<file path="config.mk">
export PLATFORM = sky130hd
export DESIGN_NAME = viterbi_decoder
export DESIGN_NICKNAME = d
export VERILOG_FILES = /design/src/rtl/viterbi_decoder.sv
export SDC_FILE = /design/constraint.sdc
export NUM_CORES = 1
export LEC_CHECK = 0
export CAP_MARGIN = 20
export CORE_MARGIN = 4
export CORE_UTILIZATION = 30
export DETAILED_ROUTE_END_ITERATION = 7
export DONT_BUFFER_PORTS = 1
export PLACE_DENSITY = 0.43
export SLEW_MARGIN = 20
export SYNTH_ARGS = -nofsm -noshare
export SYNTH_HDL_FRONTEND = slang
export SYNTH_SLANG_ARGS = --single-unit
</file>
<file path="constraint.sdc">
create_clock -name clk -period 9 [get_ports clk]
set_input_delay 0.9 -clock clk [delete_from_list [all_inputs] [get_ports clk]]
set_output_delay 0.9 -clock clk [all_outputs]
set_load 0.005 [all_outputs]
</file>
<file path="src/rtl/viterbi_decoder.sv">
// Hard-decision rate-1/2 Viterbi decoder with register-exchange survivors.
// Define VITERBI_ERASURE_EN to add the in_erase port for depunctured input.
module viterbi_decoder #(
  parameter int K    = 3,
  parameter int G0   = 7,
  parameter int G1   = 5,
  parameter int D    = 15,
  parameter int PM_W = 6
) (
  input  logic       clk,
  input  logic       rst,
  input  logic       in_valid,
  output logic       in_ready,
  input  logic [1:0] in_sym,
`ifdef VITERBI_ERASURE_EN
  input  logic [1:0] in_erase,
`endif
  input  logic       in_last,
  output logic       out_valid,
  output logic       out_bit,
  output logic       out_last
);
  localparam int S  = 1 << (K - 1);
  localparam int SW = K - 1;
  localparam int FW = $clog2(D + 1);
  localparam int IW = $clog2(D);
  localparam logic [PM_W-1:0] PM_MAX = '1;
  localparam logic [FW-1:0] FILL_D = FW'(D);
  localparam logic [K-1:0] GA = K'(G0);
  localparam logic [K-1:0] GB = K'(G1);

  typedef enum logic [1:0] {FILL, RUN, FLUSH} state_t;

  state_t          state;
  logic [PM_W-1:0] pm [S];
  logic [D-1:0]    surv [S];
  logic [FW-1:0]   fill;
  logic [FW-1:0]   rem;
  logic [D-1:0]    frz;
  logic            pend;
  logic            pend_run;
  logic            pend_last;

  logic [1:0]      mask;
  logic            accept;
  logic [FW-1:0]   fill_nxt;
  logic            run_out;
  logic [IW-1:0]   ridx;
  logic [PM_W-1:0] pm_acs [S];
  logic [PM_W-1:0] pm_nrm [S];
  logic [PM_W-1:0] pm_min;
  logic [D-1:0]    surv_nxt [S];
  logic [SW-1:0]   best;
  logic [PM_W-1:0] best_pm;

  function automatic logic [1:0] code(
    input logic [SW-1:0] p,
    input logic          u
  );
    logic [K-1:0] r;
    r = {u, p};
    return {^(GA & r), ^(GB & r)};
  endfunction

  function automatic logic [1:0] hd(input logic [1:0] x);
    return {1'b0, x[1]} + {1'b0, x[0]};
  endfunction

  function automatic logic [PM_W-1:0] sat_add(
    input logic [PM_W-1:0] a,
    input logic [1:0]      b
  );
    logic [PM_W:0] s;
    s = {1'b0, a} + {{(PM_W-1){1'b0}}, b};
    return s[PM_W] ? PM_MAX : s[PM_W-1:0];
  endfunction

`ifdef VITERBI_ERASURE_EN
  assign mask = ~in_erase;
`else
  assign mask = 2'b11;
`endif

  assign accept   = in_valid & in_ready;
  assign fill_nxt = (fill == FILL_D) ? fill : fill + FW'(1);
  assign run_out  = fill_nxt == FILL_D;
  assign ridx     = IW'(rem - FW'(1));

  // One ACS unit per state; predecessors differ only in the shifted-out bit.
  for (genvar n = 0; n < S; n++) begin : g_acs
    localparam logic [SW-1:0] NS = SW'(n);
    localparam logic [SW-1:0] PA = {NS[SW-2:0], 1'b0};
    localparam logic [SW-1:0] PB = {NS[SW-2:0], 1'b1};
    localparam logic          U  = NS[SW-1];
    logic [PM_W-1:0] ca;
    logic [PM_W-1:0] cb;
    logic            pick;
    assign ca = sat_add(pm[PA], hd((in_sym ^ code(PA, U)) & mask));
    assign cb = sat_add(pm[PB], hd((in_sym ^ code(PB, U)) & mask));
    assign pick = cb < ca;
    assign pm_acs[n] = pick ? cb : ca;
    assign pm_nrm[n] = pm_acs[n] - pm_min;
    assign surv_nxt[n] = pick ? {surv[PB][D-2:0], U}
                              : {surv[PA][D-2:0], U};
  end

  always_comb begin
    pm_min = pm_acs[0];
    for (int n = 1; n < S; n++)
      if (pm_acs[n] < pm_min) pm_min = pm_acs[n];
  end

  always_comb begin
    best    = '0;
    best_pm = pm[0];
    for (int n = 1; n < S; n++)
      if (pm[n] < best_pm) begin
        best    = SW'(n);
        best_pm = pm[n];
      end
  end

  always_ff @(posedge clk or posedge rst) begin
    if (rst) begin
      state     <= FILL;
      in_ready  <= 1'b1;
      out_valid <= 1'b0;
      out_bit   <= 1'b0;
      out_last  <= 1'b0;
      fill      <= '0;
      rem       <= '0;
      frz       <= '0;
      pend      <= 1'b0;
      pend_run  <= 1'b0;
      pend_last <= 1'b0;
      for (int n = 0; n < S; n++) begin
        pm[n]   <= (n == 0) ? '0 : PM_MAX;
        surv[n] <= '0;
      end
    end else begin
      out_valid <= 1'b0;
      out_last  <= 1'b0;
      pend      <= 1'b0;
      if (accept) begin
        for (int n = 0; n < S; n++) begin
          pm[n]   <= pm_nrm[n];
          surv[n] <= surv_nxt[n];
        end
        fill      <= fill_nxt;
        pend      <= 1'b1;
        pend_run  <= run_out;
        pend_last <= in_last;
        if (in_last) begin
          state    <= FLUSH;
          in_ready <= 1'b0;
          rem      <= run_out ? FW'(D - 1) : fill_nxt;
        end else if (run_out) begin
          state <= RUN;
        end
      end
      // Output slot of the previous accept; the last one also freezes the tail.
      if (pend) begin
        if (pend_run) begin
          out_valid <= 1'b1;
          out_bit   <= surv[best][D-1];
        end
        if (pend_last) frz <= surv[best];
      end else if (state == FLUSH) begin
        if (rem != '0) begin
          out_valid <= 1'b1;
          out_bit   <= frz[ridx];
          out_last  <= rem == FW'(1);
          rem       <= rem - FW'(1);
        end else begin
          state    <= FILL;
          in_ready <= 1'b1;
          fill     <= '0;
          for (int n = 0; n < S; n++) begin
            pm[n]   <= (n == 0) ? '0 : PM_MAX;
            surv[n] <= '0;
          end
        end
      end
    end
  end

endmodule

</file>
==> results of run 1 <==
==> metal layers <==
metal / vias to the layer above / track usage / routed length, um / part of all wire
li1: 4382 / - / - / -
met1: 4130 / 0.2499 / 15670 / 0.51
met2: 103 / 0.2692 / 13630 / 0.45
met3: 26 / 0.02239 / 806 / 0.026
met4: 0 / 0.04257 / 413 / 0.014
met5: - / 0 / 0 / 0
==> worst max-delay path, delay by kind of cell <==
kind,cells,cell delay [ns]
compound gates,14,2.98
xor+xnor,1,0.13
fa+ha+maj,10,2.59
buf+inv,7,0.72
mux,3,0.98
simple gates,4,0.74
==> cells in the mapped netlist (11+ instances only) <==
library cell  count  area share
xnor2_1          42       0.037
a211oi_1         67       0.051
o21ai_0          44       0.022
o211ai_1         20       0.015
dfstp_2          19       0.050
xor2_1           14       0.012
nand3_1          18      0.0091
clkbuf_1         57       0.022
nor2b_1          13      0.0082
nand2_1         100       0.038
a21o_1           21       0.016
a21oi_1          85       0.043
and2_1           11      0.0069
dfrtp_1          97        0.24
inv_1            52       0.020
nor2_1          154       0.058
mux2i_1         112        0.11
ha_1             75       0.094
==> stage by stage <==
step                  util  setup slack (ns)
global placement    0.3539           -0.1792
global route        0.3753          -0.01809
finish              0.3753            0.2890
CTS                 0.3708            0.1440
floorplan                -           -0.3228
detailed placement  0.3541           -0.2798
==> kinds of logic after synthesis <==
group	after synthesis
buffers and inverters	123
muxes	123
DFF	116
xor gates and xnor gates	57
adders and majority gates	86
AOI/OAI and AO/OA	312
and+or+nand+nor	347
==> worst max-delay path by stage <==
stage	start	slack, ns	endpoint
after floorplan	in_sym[1]	-0.32	pm[23]$_DFF_PP0_
after global placement	in_sym[1]	-0.18	pm[23]$_DFF_PP0_
after detailed placement	in_sym[1]	-0.28	pm[23]$_DFF_PP0_
after CTS	in_sym[1]	0.14	pm[23]$_DFF_PP0_
after global routing	in_sym[0]	-0.02	pm[23]$_DFF_PP0_
final	in_sym[0]	0.29	pm[23]$_DFF_PP0_
==> state kept, by name (all words and copies together), names as in the netlist, 2 cells and up <==
signal and flops:
surv 60, pm 24, frz 15, fill 4
rem 4, state 2
==> cells in the final DEF (no fill, tap or decap), types with 21 or more instances in the layout <==
cell type and count:
a211oi_1 67, a21o_1 21, a21oi_1 73, buf_4 138
dfrtp_1 97, ha_1 58, inv_1 44, mux2i_1 111
nand2_1 99, nor2_1 154, o21ai_0 35, xnor2_1 40
==> area by class of cell <==
class,count,area (um2)
fillers,3315,20380
multi-input cells,925,6944
flip-flops and latches,116,2927
repair buffers,139,1047
well taps,442,553.0
clock buffers,24,491.7
inverters,55,226.5
clock inverters,8,52.55
==> repair_timing <==
action,4_1_cts,5_1_grt
resized for setup,0,24
buffers inserted,0,7
hold buffers,0,0
setup endpoints to repair,0,11
==> metrics.txt, run 1 <==
total grt overflow=0; placed instance count=around 1700; placed cell areas=11550 um2; antenna viol nets, final=0; die width=around 190 um; DRT Pass-1 Iters=5; Clock Skews=between 0.01 and 0.015 ns; XOR/XNOR Fraction of Synth Area=0.05096; Synth async-reset ratio=1.000; fraction of the mapped netlist area in adder cells=0.1070; Crit Path Max Fanout=5; Worst EP required=between 9 and 10 ns; largest net degree at the start of global routing=between 70 and 80; min cycle time layout=about 8.7 ns; status=finished clean; # rows=66; Die ar.=36120 um2; vias in the first global route=around 8600; post-synthesis mux area share=0.1307; Via density=slightly above 5; Most Frequent Cell on Critical Path=ha_4; fmax=between 0.1 and 0.15 GHz; Root Buffer=clkbuf_16; CTS tree=done; maxcap violations=0; number of synthesized flops with an enable pin=0; setup TNS=0 ns; share of post-route cells with drive strength above 1=0.2305; largest family of logic cells by synthesized area=compound AO/OA/AOI/OAI gates; CTS max path bufs=2; Post-Route WL=~31000 um; Ys Warns=0; core footprint=32620 um2; Cell Area, Synth=between 9000 and 10000 um2; initial antenna violation count=0; clock sinks=~120; CP max-delay cell=a221o_1; # DRC=0; fin crit share=0.9679; post-synthesis compound-gate area fraction=0.2161; Pins Over Slew Limit=0; DIE HEIGHT=190.1 um; Final Cell Area=between 10000 and 15000 um2; slowest stage delay, CP=between 0.3 and 0.4 ns; Worst Tran Pin Value=between 0.9 and 1 ns; crit path DAT=9.04 ns; io pins=10; first-pass GRT wire length=just under 50000 um; final setup vio count=0; ANT cells=0; sequential share of the synthesized area=0.2943; reg-to-reg endpoint=pm[23]$_DFF_PP0_; final hold vios=0; worst reg2reg path startpoint=pm[13]$_DFF_PP1_; H-tree lvl count=4; syn avg cell area=roughly 8.5 um2; syn nets=~1200; Port Buffer Count=0; clk slew on worst S/H paths=roughly 0.060 ns; startpoint class of the critical path=primary input; Worst-Skew Late Latency=0.42 ns; Detail Placement HPWL=about 23000 um; WL per Instance=17.86 um; Syn Inst Count=1164; P&R area growth vs syn=23.12%; CP Class=primary input to flip-flop; Starting Density=0.3048; Total Routing Usage GR=0.1715; Yosys reg bits=~120; Placer Congestion=between 0.8 and 0.9; Layout Nets=around 1300; HP Class=primary input to asynchronous set/reset pin; relative slew slack=0.3317; Post-synth top flop=dfrtp_1; Post-Synth Simple-Gate Area=0.1530; DRT iter0 DRCs=around 440; Hold WS=0.4629 ns; r2r setup slk=between 0.6 and 0.7 ns; cts bufs inserted=17; r2r worst-path depth=35; Netlist cell types=between 70 and 80; fin cells=between 1500 and 2000; Vias=slightly below 9000; Worst Setup End Kind=flip-flop
Power of run 1 is left out: the tool's default activity adds up to more than one toggle a clock period on the data nets, which glitch-free logic cannot reach.
==> inputs of run 2 (changes only) <==
--- a/config.mk
+++ b/config.mk
@@ -6,11 +6,13 @@
 export NUM_CORES = 1
 export LEC_CHECK = 0
 export CAP_MARGIN = 20
+export CORE_ASPECT_RATIO = 1.75
 export CORE_MARGIN = 4
 export CORE_UTILIZATION = 30
 export DETAILED_ROUTE_END_ITERATION = 7
 export DONT_BUFFER_PORTS = 1
 export PLACE_DENSITY = 0.43
+export REMOVE_ABC_BUFFERS = 1
 export SLEW_MARGIN = 20
 export SYNTH_ARGS = -nofsm -noshare
 export SYNTH_HDL_FRONTEND = slang
==> run 2 against run 1 <==
Against the previous run:
- utilization is 1.7 points higher
- critical path depth is 2 higher
- hold slack better by 0.020 ns
- routed wire length is 11% higher
- flip-flop and latch count stayed put
- die area is 0.32% higher
- first-iteration DRC count is 18% lower
==> metrics.txt, run 2 (synthesis gave the netlist of run 1 again) <==
final hold vios=0 (unchanged); Reg with most FFs=surv (unchanged); Die ar.=36240 um2 (was 36120 um2); maxcap violations=0 (unchanged); CP max-delay cell=mux2_4 (was a221o_1); die width=145.6 um (was 190.1 um); ANT cells=0 (unchanged); fmax=0.1149 GHz (was 0.1148 GHz); largest net degree at the start of global routing=100 (was 75); Port Buffer Count=0 (unchanged); fin cells=1739 (was 1709); Largest register FFs=60 (unchanged); Worst Setup End Kind=flip-flop (unchanged); status=finished clean (unchanged); setup TNS=0 ns (unchanged); clk slew on worst S/H paths=0.06 ns (about the same); Clock Skews=0.009597 ns (was 0.01122 ns); antenna viol nets, final=0 (unchanged); r2r setup slk=0.57 ns (was 0.62 ns); total grt overflow=0 (unchanged); cts bufs inserted=17 (unchanged); DRT iter0 DRCs=363 (was 441); P&R area growth vs syn=29.55% (was 23.12%); Worst-Skew Late Latency=0.43 ns (was 0.42 ns); Placer Congestion=0.8779 (was 0.8276); Layout Nets=1403 (was 1336); Root Buffer=clkbuf_16 (unchanged); HP Class=flip-flop to flip-flop (was primary input to asynchronous set/reset pin); CTS max path bufs=2 (unchanged); fillcell total=3391 (was 3315); fin crit share=0.9667 (was 0.9679); # DRC=0 (unchanged); # rows=88 (was 66); Crit path buffers/inverters=4 (was 7); clock sinks=116 (unchanged); io pins=10 (unchanged); Starting Density=0.3030 (was 0.3048); Worst Tran Pin Value=1.055 ns (was 0.9746 ns); commonest non-fill, non-tap cell in the layout=buf_4 (was nor2_1); first-pass GRT wire length=52180 um (was 49160 um); cts hold-fix bufs=0 (unchanged); initial antenna violation count=0 (unchanged); Most Frequent Cell on Critical Path=ha_4 (unchanged); CTS tree=done (unchanged); Top Registers=surv: 60 flops, pm: 24 flops, frz: 15 flops (unchanged); core footprint=32810 um2 (was 32620 um2); startpoint class of the critical path=primary input (unchanged); share of post-route cells with drive strength above 1=0.2796 (was 0.2305); min cycle time layout=8.700 ns (was 8.711 ns); cell family with most CP delay=compound AO/OA/AOI/OAI gates (unchanged); Pins Over Slew Limit=0 (unchanged); DRT Pass-1 Iters=5 (unchanged); Post-Route WL=33960 um (was 30520 um); commonest cells after routing, fill and taps aside=buf_4, nor2_1, mux2i_1 (was nor2_1, buf_4, mux2i_1); vias in the first global route=9231 (was 8632); relative slew slack=0.2970 (was 0.3317); slowest stage delay, CP=0.35 ns (was 0.37 ns); DIE HEIGHT=248.8 um (was 190.1 um); WL per Instance=19.53 um (was 17.86 um); Crit Path Max Fanout=6 (was 5); Detail Placement HPWL=26010 um (was 22510 um); Worst EP required=9.33 ns (about the same); crit path DAT=9.03 ns (was 9.04 ns); Via density=5.212 (was 5.056); Total Routing Usage GR=0.1857 (was 0.1715); PnR worst setup slack=0.3000 ns (was 0.2890 ns); final setup vio count=0 (unchanged); H-tree lvl count=4 (unchanged); Vias=9064 (was 8641); placed instance count=1687 (was 1670); pre-CTS WS=-0.9728 ns (was -0.2798 ns); CP Class=primary input to flip-flop (unchanged)
## run 2: cell count changes in the layout (fill, tap and decap cells not counted), moves of 4 or more
cell / before / now
inv_2: 5 / 10
ha_1: 58 / 53
nor2_1: 154 / 149
buf_4: 138 / 201
bufinv_16: 0 / 4
## run 2: layout make-up
cell class / count / area [um2] / area share
Sequential cell: 116 / 2927 / 0.2272
Clock buffer: 20 / 456.7 / 0.03545
Clock inverter: 12 / 175.2 / 0.01360
Tap cell: 405 / 506.7 / 0.03934
Inverter: 55 / 211.5 / 0.01642
Timing Repair Buffer: 206 / 1574 / 0.1222
Multi-Input combinational cell: 925 / 7030 / 0.5458
## run 2: worst register-to-register path: cells and delay by family (launching register included)
family	cells	cell delay, ns
buf+inv	2	0.22
simple gates	5	0.64
fa+ha+maj	10	2.45
mux	5	1.61
flops	1	0.56
xor+xnor	1	0.12
compound gates	13	2.71
## run 2: path summary, 6_finish.rpt
path                                    start                  to  depth (start not counted)
min                        in_ready$_DFF_PP1_  in_ready$_DFF_PP1_                          2
max                                 in_sym[1]    pm[23]$_DFF_PP0_                         41
min in group asynchronous                 rst   fill[3]$_DFF_PP0_                          1
max in group asynchronous                 rst   surv[3]$_DFF_PP0_                          2
max reg2reg                   pm[6]$_DFF_PP1_    pm[23]$_DFF_PP0_                         36
min reg2reg                in_ready$_DFF_PP1_  in_ready$_DFF_PP1_                          2
## run 2: timing repair
item,CTS,global route
buffers inserted,4,16
setup endpoints to repair,14,15
cloned,0,0
pin swaps,12,35
resized for setup,31,79
## run 2: per-layer routing
layer / wire, um / up-vias / GRT usage
met5: 0 / - / 0
met4: 2180 / 0 / 0.1111
met2: 19410 / 138 / 0.3716
li1: - / 4495 / -
met3: 540 / 82 / 0.02293
met1: 11840 / 4349 / 0.1762
## run 2: stage by stage
stage          area (um2)  hold WS [ns]    util
4_1_cts             12400        0.4869  0.3779
2_1_floorplan        9673        0.4393       -
5_1_grt             12880        0.5222  0.3926
3_3_place_gp        11600        0.4743  0.3535
3_5_place_dp        11600        0.4767  0.3535
6_report            12880        0.4825  0.3926
Power of run 2 is left out for the same reason.
==> inputs of run 3 (changes only) <==
--- a/config.mk
+++ b/config.mk
@@ -6,12 +6,14 @@
 export NUM_CORES = 1
 export LEC_CHECK = 0
 export CAP_MARGIN = 20
+export CELL_PAD_IN_SITES_DETAIL_PLACEMENT = 2
+export CELL_PAD_IN_SITES_GLOBAL_PLACEMENT = 2
 export CORE_ASPECT_RATIO = 1.75
 export CORE_MARGIN = 4
 export CORE_UTILIZATION = 30
 export DETAILED_ROUTE_END_ITERATION = 7
 export DONT_BUFFER_PORTS = 1
-export PLACE_DENSITY = 0.43
+export PLACE_DENSITY = 0.63
 export REMOVE_ABC_BUFFERS = 1
 export SLEW_MARGIN = 20
 export SYNTH_ARGS = -nofsm -noshare
==> run 3 against run 2 <==
Against the previous run:
- the run now ends with setup timing left
- count of clock-buffer cells in the layout did not move
- clock skew fell by 0.00079 ns
- global-route usage rose by 6.1 points
- worst setup slack got worse by 0.88 ns
- first-iteration DRC count rose by 13%
- critical path depth rose by 3
- utilization rose by 2.6 points
- largest cell class unchanged
==> metrics.txt, run 3 (synthesis gave the netlist of run 1 again) <==
fillcell total=3565 (was 3391); DRT iter0 DRCs=410 (was 363); Clock Skews=0.008810 ns (was 0.009597 ns); crit path DAT=9.90 ns (was 9.03 ns); Total Routing Usage GR=0.2464 (was 0.1857); Detail Placement HPWL=29730 um (was 26010 um); Hold WS=0.3828 ns (was 0.4825 ns); placed cell areas=11650 um2 (was 11600 um2); startpoint class of the critical path=primary input (unchanged); Worst Setup End Kind=flip-flop (unchanged); DIE HEIGHT=248.8 um (unchanged); clk slew on worst S/H paths=0.06 ns (about the same); die width=145.6 um (unchanged); Die ar.=36240 um2 (unchanged); Worst EP required=9.33 ns (about the same); final hold vios=0 (unchanged); Starting Density=0.3030 (unchanged); io pins=10 (unchanged); Worst Tran Pin Value=1.257 ns (was 1.055 ns); commonest cells after routing, fill and taps aside=buf_4, nor2_1, mux2i_1 (unchanged); fmax=0.1044 GHz (was 0.1149 GHz); P&R area growth vs syn=38.20% (was 29.55%); Post-Route WL=47890 um (was 33960 um); Via density=5.702 (was 5.212); PnR worst setup slack=-0.5767 ns (was 0.3000 ns); WL per Instance=26.59 um (was 19.53 um); commonest non-fill, non-tap cell in the layout=buf_4 (unchanged); CP Class=primary input to flip-flop (unchanged); Top Registers=surv: 60 flops, pm: 24 flops, frz: 15 flops (unchanged); RSZ-0062 raised after global routing=yes; initial antenna violation count=0 (unchanged); HP Class=primary input to asynchronous set/reset pin (was flip-flop to flip-flop); final setup vio count=15 (was 0); slowest stage delay, CP=0.39 ns (was 0.35 ns); placed instance count=1691 (was 1687); failing checks=setup timing; # rows=88 (unchanged); Crit Path Max Fanout=5 (was 6); Placer Congestion=0.8725 (was 0.8779); relative slew slack=0.1549 (was 0.2970); Layout Nets=1465 (was 1403); DRT Pass-1 Iters=5 (unchanged); r2r setup slk=-0.31 ns (was 0.57 ns); CTS max path bufs=2 (unchanged); Largest register FFs=60 (unchanged); H-tree lvl count=4 (unchanged); Max Used Layer=met4 (unchanged); maxcap violations=0 (unchanged); CP max-delay cell=a311o_1 (was mux2_4); cts hold-fix bufs=0 (unchanged); Pins Over Slew Limit=0 (unchanged); Vias=10269 (was 9064); core footprint=32810 um2 (unchanged); met3 wire length=1097 um (was 540 um); CTS tree=done (unchanged); Port Buffer Count=0 (unchanged); ANT cells=0 (unchanged); routed wl met2=26220 um (was 19410 um); Final Cell Area=13740 um2 (was 12880 um2); Reg with most FFs=surv (unchanged); fin crit share=1.064 (was 0.9667); vias in the first global route=11616 (was 9231); Most Frequent Cell on Critical Path=ha_4 (unchanged); worst reg2reg path startpoint=pm[6]$_DFF_PP1_ (unchanged); status=complete, but fails checks (was finished clean); reg-to-reg endpoint=pm[23]$_DFF_PP0_ (unchanged); total grt overflow=0 (unchanged); share of post-route cells with drive strength above 1=0.3560 (was 0.2796); min cycle time layout=9.577 ns (was 8.700 ns); fin cells=1801 (was 1739); r2r worst-path depth=42 (was 36); Root Buffer=clkbuf_16 (unchanged); first-pass GRT wire length=68810 um (was 52180 um); met1 WL=16740 um (was 11840 um); largest net degree at the start of global routing=93 (was 100); clock sinks=116 (unchanged); Worst-Skew Late Latency=0.43 ns (about the same); antenna viol nets, final=0 (unchanged); # DRC=0 (unchanged); cts bufs inserted=17 (unchanged)
==> run 3: how the worst max path moves through the flow <==
stage | startpoint | endpoint | slack, ns | cells after the start
after global placement | in_sym[0] | pm[5]$_DFF_PP1_ | -1.14 | 43
after detailed placement | in_sym[0] | pm[5]$_DFF_PP1_ | -1.59 | 47
final | in_sym[1] | pm[23]$_DFF_PP0_ | -0.58 | 44
after floorplan | in_sym[0] | pm[23]$_DFF_PP0_ | -1.84 | 41
after CTS | in_sym[1] | pm[5]$_DFF_PP1_ | -0.01 | 45
after global routing | in_sym[0] | pm[23]$_DFF_PP0_ | -0.79 | 44
==> run 3: what timing repair did <==
| item | 4_1_cts | 5_1_grt |
|---|---|---|
| gates resized for setup | 54 | 148 |
| pin swaps | 18 | 67 |
| hold endpoints to repair | 0 | 0 |
| endpoints found under the setup margin | 20 | 35 |
| buffers inserted | 67 | 21 |
==> run 3: worst max-delay path, delay by kind of cell <==
kind / cells / cell delay [ns]
adder cells (fa/ha/maj): 10 / 2.80
multiplexers: 3 / 1.03
buffers and inverters: 6 / 0.81
AND/OR/NAND/NOR: 9 / 1.07
AO/OA/AOI/OAI: 14 / 2.93
XOR/XNOR: 2 / 0.33
==> run 3: metrics by stage <==
| stage | utilization | setup WS (ns) | TNS [ns] |
|---|---|---|---|
| final | 0.4188 | -0.5767 | -3.859 |
| after global routing | 0.4188 | -0.7901 | -7.543 |
| after CTS | 0.3956 | -0.01117 | -0.01117 |
| after detailed placement | 0.3552 | -1.588 | -21.53 |
| after global placement | 0.3552 | -1.141 | -11.98 |
| after floorplan | - | -1.842 | -25.15 |
==> run 3: final cells by class <==
cell class / count / area (um2) / area share
clock inverters: 12 / 131.4 / 0.009560
clock buffers: 20 / 446.7 / 0.03250
inverters: 55 / 229.0 / 0.01666
repair buffers: 268 / 2090 / 0.1521
multi-input cells: 925 / 7412 / 0.5394
flip-flops and latches: 116 / 2927 / 0.2130
well taps: 405 / 506.7 / 0.03688
==> run 3: metal layers <==
layer,vias up,track usage
met3,158,0.03458
li1,4602,-
met2,241,0.4759
met5,-,0
met4,0,0.1967
met1,5268,0.2253
Power of run 3 is left out for the same reason.
